--- src/rtl/present_la_if.sv ---
// present_la_if: logic-analyzer command bus for the PRESENT-64 engine.
// The master side (LA / bench) drives address, data and the write strobe;
// the slave side (engine) returns registered read data and status flags.
interface present_la_if #(
   parameter int WORD_W = 32
) ();
   logic [4:0]        cmd_addr_i;
   logic [WORD_W-1:0] cmd_data_i;
   logic              cmd_wr_i;
   logic [WORD_W-1:0] rd_data_o;
   logic              busy_o;
   logic              done_o;
   logic              irq_o;

   modport master (
      output cmd_addr_i, cmd_data_i, cmd_wr_i,
      input  rd_data_o, busy_o, done_o, irq_o
   );

   modport slave (
      input  cmd_addr_i, cmd_data_i, cmd_wr_i,
      output rd_data_o, busy_o, done_o, irq_o
   );
endinterface

--- src/rtl/present_la_engine.sv ---
// present_la_engine: iterative PRESENT-64 encryption engine behind a
// word-addressed register file written from the logic-analyzer bus.
// One round per clock; START to done takes ROUNDS+1 cycles.
// Build option: define PRESENT_KEY128_EN for a 128-bit key schedule,
// otherwise the 80-bit key schedule is used.
module present_la_engine #(
   parameter int WORD_W = 32,
   parameter int ROUNDS = 31
) (
   input  logic        wb_clk_i,
   input  logic        wb_rst_n_i,
   present_la_if.slave bus
);

`ifdef PRESENT_KEY128_EN
   localparam int KEY_BITS = 128;
`else
   localparam int KEY_BITS = 80;
`endif

   typedef enum logic [1:0] {
      ST_IDLE  = 2'd0,
      ST_RUN   = 2'd1,
      ST_FINAL = 2'd2
   } fsm_e;

   // ---------------- datapath helper functions ----------------
   function automatic logic [3:0] sbox(input logic [3:0] x);
      case (x)
         4'h0: sbox = 4'hC;  4'h1: sbox = 4'h5;  4'h2: sbox = 4'h6;  4'h3: sbox = 4'hB;
         4'h4: sbox = 4'h9;  4'h5: sbox = 4'h0;  4'h6: sbox = 4'hA;  4'h7: sbox = 4'hD;
         4'h8: sbox = 4'h3;  4'h9: sbox = 4'hE;  4'hA: sbox = 4'hF;  4'hB: sbox = 4'h8;
         4'hC: sbox = 4'h4;  4'hD: sbox = 4'h7;  4'hE: sbox = 4'h1;  4'hF: sbox = 4'h2;
         default: sbox = 4'h0;
      endcase
   endfunction

   function automatic logic [63:0] sbox_layer(input logic [63:0] x);
      for (int n = 0; n < 16; n++) begin
         sbox_layer[4*n +: 4] = sbox(x[4*n +: 4]);
      end
   endfunction

   // Bit i moves to (16*i) mod 63; bit 63 stays in place.
   function automatic logic [63:0] p_layer(input logic [63:0] x);
      for (int i = 0; i < 63; i++) begin
         p_layer[(16 * i) % 63] = x[i];
      end
      p_layer[63] = x[63];
   endfunction

   function automatic logic [KEY_BITS-1:0] key_update(input logic [KEY_BITS-1:0] k,
                                                      input logic [4:0]          rc);
      logic [KEY_BITS-1:0] r;
      r = {k[KEY_BITS-62:0], k[KEY_BITS-1:KEY_BITS-61]};
`ifdef PRESENT_KEY128_EN
      r[127:124] = sbox(r[127:124]);
      r[123:120] = sbox(r[123:120]);
      r[66:62]   = r[66:62] ^ rc;
`else
      r[79:76]   = sbox(r[79:76]);
      r[19:15]   = r[19:15] ^ rc;
`endif
      key_update = r;
   endfunction

   // Extract bus word idx from a 64-bit value; out-of-range words read as 0.
   function automatic logic [WORD_W-1:0] word_of64(input logic [63:0] v, input logic [2:0] idx);
      word_of64 = {WORD_W{1'b0}};
      for (int i = 0; i < 64; i++) begin
         word_of64[i % WORD_W] = ((i / WORD_W) == int'(idx)) ? v[i] : word_of64[i % WORD_W];
      end
   endfunction

   // Extract bus word idx from the key; padding bits and unused words read as 0.
   function automatic logic [WORD_W-1:0] word_of_key(input logic [KEY_BITS-1:0] v,
                                                     input logic [2:0]          idx);
      word_of_key = {WORD_W{1'b0}};
      for (int i = 0; i < KEY_BITS; i++) begin
         word_of_key[i % WORD_W] = ((i / WORD_W) == int'(idx)) ? v[i] : word_of_key[i % WORD_W];
      end
   endfunction

   // ---------------- state ----------------
   fsm_e                fsm_q, fsm_d;
   logic                wr_prev_q;
   logic [63:0]         text_q, text_d;
   logic [KEY_BITS-1:0] key_q, key_d;
   logic [63:0]         state_q, state_d;
   logic [KEY_BITS-1:0] kreg_q, kreg_d;
   logic [4:0]          rc_q, rc_d;
   logic [63:0]         result_q, result_d;
   logic                busy_q, busy_d;
   logic                done_q, done_d;
   logic                irq_q, irq_d;
   logic [WORD_W-1:0]   rd_data_q, rd_data_d;

   // ---------------- decode ----------------
   logic [4:0] addr_s;
   logic       wr_edge_s;
   logic       wr_text_s;
   logic       wr_key_s;
   logic       start_s;
   logic       clr_s;
   logic [63:0] round_key_s;

   assign addr_s      = bus.cmd_addr_i;
   assign wr_edge_s   = bus.cmd_wr_i & ~wr_prev_q;
   assign wr_text_s   = wr_edge_s & (addr_s[4:2] == 3'b000);
   assign wr_key_s    = wr_edge_s & (addr_s[4:3] == 2'b01);
   assign start_s     = wr_edge_s & (addr_s == 5'h10) & bus.cmd_data_i[0];
   assign clr_s       = wr_edge_s & (addr_s == 5'h10) & bus.cmd_data_i[1];
   assign round_key_s = kreg_q[KEY_BITS-1 -: 64];

   assign bus.rd_data_o = rd_data_q;
   assign bus.busy_o    = busy_q;
   assign bus.done_o    = done_q;
   assign bus.irq_o     = irq_q;

   // Load registers: TEXT and KEY words land on the addressed bit slice.
   always_comb begin
      text_d = text_q;
      key_d  = key_q;
      for (int i = 0; i < 64; i++) begin
         text_d[i] = (wr_text_s && ((i / WORD_W) == int'(addr_s[2:0])))
                     ? bus.cmd_data_i[i % WORD_W] : text_q[i];
      end
      for (int i = 0; i < KEY_BITS; i++) begin
         key_d[i] = (wr_key_s && ((i / WORD_W) == int'(addr_s[2:0])))
                    ? bus.cmd_data_i[i % WORD_W] : key_q[i];
      end
   end

   // Read mux: next read word for the currently presented address.
   always_comb begin
      rd_data_d = {WORD_W{1'b0}};
      case (addr_s[4:3])
         2'b00:   rd_data_d = addr_s[2] ? {WORD_W{1'b0}} : word_of64(text_q, addr_s[2:0]);
         2'b01:   rd_data_d = word_of_key(key_q, addr_s[2:0]);
         2'b10:   rd_data_d = (addr_s == 5'h11) ? {{(WORD_W-2){1'b0}}, done_q, busy_q}
                                                : {WORD_W{1'b0}};
         2'b11:   rd_data_d = addr_s[2] ? {WORD_W{1'b0}} : word_of64(result_q, addr_s[2:0]);
         default: rd_data_d = {WORD_W{1'b0}};
      endcase
   end

   // Engine FSM next state: load on START, one round per RUN cycle, final key add.
   always_comb begin
      fsm_d    = fsm_q;
      state_d  = state_q;
      kreg_d   = kreg_q;
      rc_d     = rc_q;
      result_d = result_q;
      busy_d   = busy_q;
      done_d   = done_q;
      irq_d    = 1'b0;
      case (fsm_q)
         ST_IDLE: begin
            if (start_s) begin
               fsm_d   = ST_RUN;
               state_d = text_q;
               kreg_d  = key_q;
               rc_d    = 5'd1;
               busy_d  = 1'b1;
               done_d  = 1'b0;
            end else if (clr_s) begin
               done_d = 1'b0;
            end else begin
               fsm_d = ST_IDLE;
            end
         end
         ST_RUN: begin
            state_d = p_layer(sbox_layer(state_q ^ round_key_s));
            kreg_d  = key_update(kreg_q, rc_q);
            rc_d    = (rc_q == 5'd31) ? rc_q : rc_q + 5'd1;
            if (rc_q == 5'(ROUNDS)) begin
               fsm_d = ST_FINAL;
            end else begin
               fsm_d = ST_RUN;
            end
         end
         ST_FINAL: begin
            result_d = state_q ^ round_key_s;
            busy_d   = 1'b0;
            done_d   = 1'b1;
            irq_d    = 1'b1;
            fsm_d    = ST_IDLE;
         end
         default: begin
            fsm_d  = ST_IDLE;
            busy_d = 1'b0;
         end
      endcase
   end

   // State register: every register clears on reset, including RESULT.
   always_ff @(posedge wb_clk_i or negedge wb_rst_n_i) begin
      if (!wb_rst_n_i) begin
         fsm_q     <= ST_IDLE;
         wr_prev_q <= 1'b0;
         text_q    <= 64'd0;
         key_q     <= {KEY_BITS{1'b0}};
         state_q   <= 64'd0;
         kreg_q    <= {KEY_BITS{1'b0}};
         rc_q      <= 5'd0;
         result_q  <= 64'd0;
         busy_q    <= 1'b0;
         done_q    <= 1'b0;
         irq_q     <= 1'b0;
         rd_data_q <= {WORD_W{1'b0}};
      end else begin
         fsm_q     <= fsm_d;
         wr_prev_q <= bus.cmd_wr_i;
         text_q    <= text_d;
         key_q     <= key_d;
         state_q   <= state_d;
         kreg_q    <= kreg_d;
         rc_q      <= rc_d;
         result_q  <= result_d;
         busy_q    <= busy_d;
         done_q    <= done_d;
         irq_q     <= irq_d;
         rd_data_q <= rd_data_d;
      end
   end

endmodule

--- src/flat_wrapper.sv ---
// flat-port wrapper written by rule: the top's interface ports become plain ports
module present_la_engine_flat 
#(
   parameter int WORD_W = 32,
   parameter int ROUNDS = 31
)
  (wb_clk_i, wb_rst_n_i, bus_cmd_addr_i, bus_cmd_data_i, bus_cmd_wr_i, bus_rd_data_o, bus_busy_o, bus_done_o, bus_irq_o);
  present_la_if #(.WORD_W(WORD_W)) bus_i ();
  input  logic wb_clk_i;
  input  logic wb_rst_n_i;
  input wire logic [$bits(bus_i.cmd_addr_i)-1:0] bus_cmd_addr_i;
  input wire logic [$bits(bus_i.cmd_data_i)-1:0] bus_cmd_data_i;
  input wire logic [$bits(bus_i.cmd_wr_i)-1:0] bus_cmd_wr_i;
  output wire logic [$bits(bus_i.rd_data_o)-1:0] bus_rd_data_o;
  output wire logic [$bits(bus_i.busy_o)-1:0] bus_busy_o;
  output wire logic [$bits(bus_i.done_o)-1:0] bus_done_o;
  output wire logic [$bits(bus_i.irq_o)-1:0] bus_irq_o;
  assign bus_i.cmd_addr_i = bus_cmd_addr_i;
  assign bus_i.cmd_data_i = bus_cmd_data_i;
  assign bus_i.cmd_wr_i = bus_cmd_wr_i;
  assign bus_rd_data_o = bus_i.rd_data_o;
  assign bus_busy_o = bus_i.busy_o;
  assign bus_done_o = bus_i.done_o;
  assign bus_irq_o = bus_i.irq_o;
  present_la_engine #(.WORD_W(WORD_W), .ROUNDS(ROUNDS)) u_core (.wb_clk_i(wb_clk_i), .wb_rst_n_i(wb_rst_n_i), .bus(bus_i));
endmodule
--- config.mk ---
export PLATFORM = sky130hd
export DESIGN_NAME = present_la_engine_flat
export DESIGN_NICKNAME = d
export VERILOG_FILES = /design/src/rtl/present_la_if.sv /design/src/rtl/present_la_engine.sv /design/src/flat_wrapper.sv
export SDC_FILE = /design/constraint.sdc
export NUM_CORES = 1
export LEC_CHECK = 0
export CORE_ASPECT_RATIO = 0.9
export CORE_MARGIN = 2
export CORE_UTILIZATION = 28
export CTS_BUF_LIST = sky130_fd_sc_hd__clkbuf_4
export DETAILED_ROUTE_END_ITERATION = 8
export PLACE_DENSITY = 0.46
export SYNTH_ARGS = -nofsm -noshare
export SYNTH_HDL_FRONTEND = slang
export SYNTH_SLANG_ARGS = --single-unit
--- constraint.sdc ---
create_clock -name wb_clk_i -period 2.5 [get_ports wb_clk_i]
set_input_delay 0.375 -clock wb_clk_i [delete_from_list [all_inputs] [get_ports wb_clk_i]]
set_output_delay 0.375 -clock wb_clk_i [all_outputs]
set_load 0.05 [all_outputs]
==> PnR_summary.wiki <==
{| class="wikitable"
! Metric !! Value
|-
| Status || completed
|-
| Register-to-Register Setup Slack || 0.20 ns
|-
| Sequential cell area fraction in the yosys report || 48.0%
|-
| CTS tree || built
|-
| Area of the die || 75,700 µm²
|-
| Post-synth ARST share || 100%
|-
| Initial Utilization || 28.2%
|-
| Vias || 16,059
|-
| Highest net fanout along the worst path || 1
|-
| Total Routed Length || 74,200 µm
|-
| Number of cells on the worst hold path || 2
|-
| Max-cap violations || 0
|-
| Starting DRC count in detailed routing || 1,210
|-
| Number of buffers on the longest clock path || 3
|-
| End-of-flow core utilization || 34.3%
|-
| Mapped Area || 20,600 µm²
|-
| Met1 wire length || 32,000 µm
|-
| Cell area after layout || 25,000 µm²
|-
| Max VDD drop || 0.520 mV
|-
| CP max stage cell || clkdlybuf4s50_1
|-
| Fraction of the cycle the final worst path needs || 95.8%
|-
| Vias per cell || 5.02
|-
| Most used flip-flop cell after synthesis || dfrtp_1
|-
| Worst slack, placed || -0.00834 ns
|-
| Post-synthesis sequential element count || 395
|-
| Met2 Routed Length || 35,300 µm
|-
| Cts bufs inserted || 111
|-
| Port Buffers || 74
|-
| Worst skew pair latency || 0.91 ns
|-
| Critical path start-end classification || reg -> out
|-
| Hold path startpoint || bus_cmd_data_i[22]
|-
| Capture point of the worst reg-to-reg path || u_core.state_q[24]
|-
| Post-synthesis area per instance || 10.7 µm²
|-
| Syn Nets || 2,056
|-
| Hold path endpoint || u_core.text_q[54]
|-
| FF-to-FF Start || u_core.kreg_q[48]
|-
| Core area || 72,900 µm²
|-
| Total of warnings raised by yosys || 0
|-
| Kind of end point of the critical path || output port
|-
| Antenna violations before repair || 5
|-
| Floorplan die width || 290 µm
|-
| Post-detailed-placement half-perimeter wirelength || 54,500 µm
|-
| Least-Margin Pin Slew || 0.678 ns
|-
| Largest net degree at the start of global routing || 119
|-
| Final routed wire length divided by cell count || 23.2 µm
|-
| Maximum single-stage delay on the critical path || 0.81 ns
|-
| Worst path top cell family by delay || buffers and inverters
|-
| Count of cells along the worst register-to-register path || 6
|-
| Max Freq || 418 MHz
|-
| Area growth from synthesis to layout || 21.5%
|-
| Worst hold path class || in -> reg
|-
| Worst Setup Slack, final || 0.105 ns
|-
| Die Y-Extent || 261 µm
|-
| Placement row count || 94
|-
| Total setup violations reported at the end of the flow || 0
|-
| Uppermost layer routed || met5
|-
| Pwr/cell area || 1140 nW/µm²
|-
| Share of layout cells above drive strength 1 || 23.5%
|-
| Htree depth || 3
|-
| CTS Sinks || 395
|-
| Total routing usage reported by global routing || 19.7%
|-
| CTS Root Cell || clkbuf_4
|-
| Category of the worst setup path launch point || flop
|-
| Final worst path period need || 2.40 ns
|-
| Post-CTS Repair Setup Buffers || 0
|-
| DR DRC count || 0
|-
| Global route overflow || 0
|-
| Number of top-level pins || 75
|-
| Final Slew Violations || 0
|-
| Sum of met3 wire segment lengths after detailed routing || 3820 µm
|-
| Gate count of the mapped netlist || 1,929
|-
| Post-DRT Antenna Nets || 0
|-
| Number of global-route vias before repair || 16,550
|-
| GP Congestion || 0.840
|-
| Distinct cell type count after synthesis || 54
|-
| Clock-pin transition on the worst setup and hold timing paths || 0.07 ns
|-
| Max-slew headroom at the worst pin || 54.6%
|-
| Number of nets in the finished design || 2,276
|-
| CP Cell Sequence || clkdlybuf4s50_1
|-
| First-pass GRT wire length || 111,000 µm
|-
| Data arrival time at the worst-slack endpoint || 2.02 ns
|-
| Worst endpoint required time || 2.12 ns
|-
| Setup skew after layout || 0.0752 ns
|-
| Final Hold Viols || 0
|-
| Cell Area, Placed || 23,500 µm²
|-
| Number of buffer and inverter instances along the worst setup path || 1
|-
| Number of flops mapped to enable cells by yosys || 0
|-
| Iteration count of the initial detailed-routing pass || 6
|-
| Leakage power total || 11.7 nW
|}
[through the flow]
stage | std cells | TNS (ns) | hold WS [ns] | total power [mW]
2_1_floorplan | 1929 | 0 | 0.0794 | 16.8
3_3_place_gp | 2991 | 0 | 0.344 | 21.9
3_5_place_dp | 2991 | -0.00834 | 0.351 | 22.3
4_1_cts | 3195 | 0 | 0.0815 | 28.8
5_1_grt | 3200 | -0.0250 | 0.0906 | 30.4
6_report | 3200 | 0 | 0.164 | 28.6
[sequential cells by signal, indices dropped and copies added (netlist names)]
signal	count
u_core.bus.irq_o	1
u_core.wr_prev_q	1
u_core.bus.busy_o	1
u_core.state_q	64
u_core.bus.done_o	1
u_core.text_q	64
u_core.key_q	80
u_core.rc_q	5
u_core.bus.rd_data_o	32
u_core.result_q	64
u_core.kreg_q	80
u_core.fsm_q	2
[kinds of logic (layout without fill, tap and decap cells)]
group,after synthesis,after routing,share of synthesized area [%]
and+or+nand+nor,488,488,9.54
DFF,395,395,48.0
other,0,5,0
AOI/OAI and AO/OA,376,376,12.0
buffers and inverters,207,513,4.38
adders and majority gates,87,87,5.29
muxes,284,284,16.9
xor gates and xnor gates,92,92,3.95
[layout by cell type, fill, tap and decap left out, drive strengths merged, types with 11 or more instances in the layout]
cell / instances
a31oi: 102
buf: 154
a22oi: 30
o22a: 16
mux2i: 97
dfrtp: 395
mux2: 152
clkinv: 34
a21oi: 28
clkdlybuf4s50: 54
o211a: 13
nand2: 335
o21ai: 111
o31ai: 11
xnor2: 57
ha: 87
a221o: 17
clkbuf: 160
inv: 84
dlygate4sd2: 12
o211ai: 29
mux4: 35
xor2: 35
nor2: 115
[layer usage]
metal / vias up / global-route usage, %
met1: 8180 / 25.1
met5: - / 0
met4: 2 / 8.87
met3: 135 / 3.82
met2: 476 / 32.6
li1: 7266 / -
[where the power goes]
part | internal [mW] | switching [mW] | leakage, nW
logic | 5.95 | 7.04 | 5.90
registers | 7.74 | 1.56 | 4.95
clock network | 3.34 | 2.92 | 0.856
[Yosys cell counts, types with 16 or more instances]
| cell | count | area, µm² |
|---|---|---|
| nand2_1 | 334 | 1250 |
| nor2_1 | 115 | 432 |
| ha_1 | 87 | 1090 |
| a221o_1 | 17 | 170 |
| dfrtp_1 | 395 | 9880 |
| xor2_1 | 35 | 307 |
| mux2i_1 | 97 | 971 |
| xnor2_1 | 56 | 490 |
| o211ai_1 | 29 | 218 |
| inv_1 | 83 | 312 |
| a31oi_1 | 102 | 638 |
| o21ai_0 | 99 | 495 |
| mux4_2 | 35 | 788 |
| mux2_2 | 149 | 1680 |
| o22a_1 | 16 | 140 |
| a21oi_1 | 28 | 140 |
| buf_2 | 30 | 150 |
| a22oi_1 | 30 | 225 |
| clkbuf_1 | 79 | 297 |
[layout make-up]
cell class | count | area (µm²)
tap | 960 | 1200
clock buffer | 160 | 1200
fill | 7493 | 47900
inverter | 84 | 315
sequential | 395 | 9880
timing repair buffer | 230 | 2270
multi-input combinational | 1327 | 9850
clock inverter | 39 | 268
antenna | 5 | 12.5
[repair_timing]
action,in CTS,in global routing
endpoints found under the hold margin,397,0
pin swaps,0,0
hold buffers,5,0
setup endpoints to repair,13,6
gates resized for setup,13,6
[worst max path at each step]
| stage | startpoint | endpoint | slack (ns) | cells past startpoint |
|---|---|---|---|---|
| finish | u_core.bus.rd_data_o[2] | bus_rd_data_o[2] | 0.10 | 1 |
| global route | u_core.bus.rd_data_o[3] | bus_rd_data_o[3] | -0.01 | 1 |
| CTS | u_core.bus.rd_data_o[23] | bus_rd_data_o[23] | 0.00003 | 1 |
| detailed placement | bus_cmd_addr_i[3] | u_core.bus.rd_data_o[1] | -0.008 | 7 |
| global placement | bus_cmd_addr_i[2] | u_core.bus.rd_data_o[1] | 0.009 | 7 |
| floorplan | u_core.kreg_q[77] | u_core.state_q[47] | 0.37 | 6 |
No activity file was read; power rests on OpenSTA's default activity.
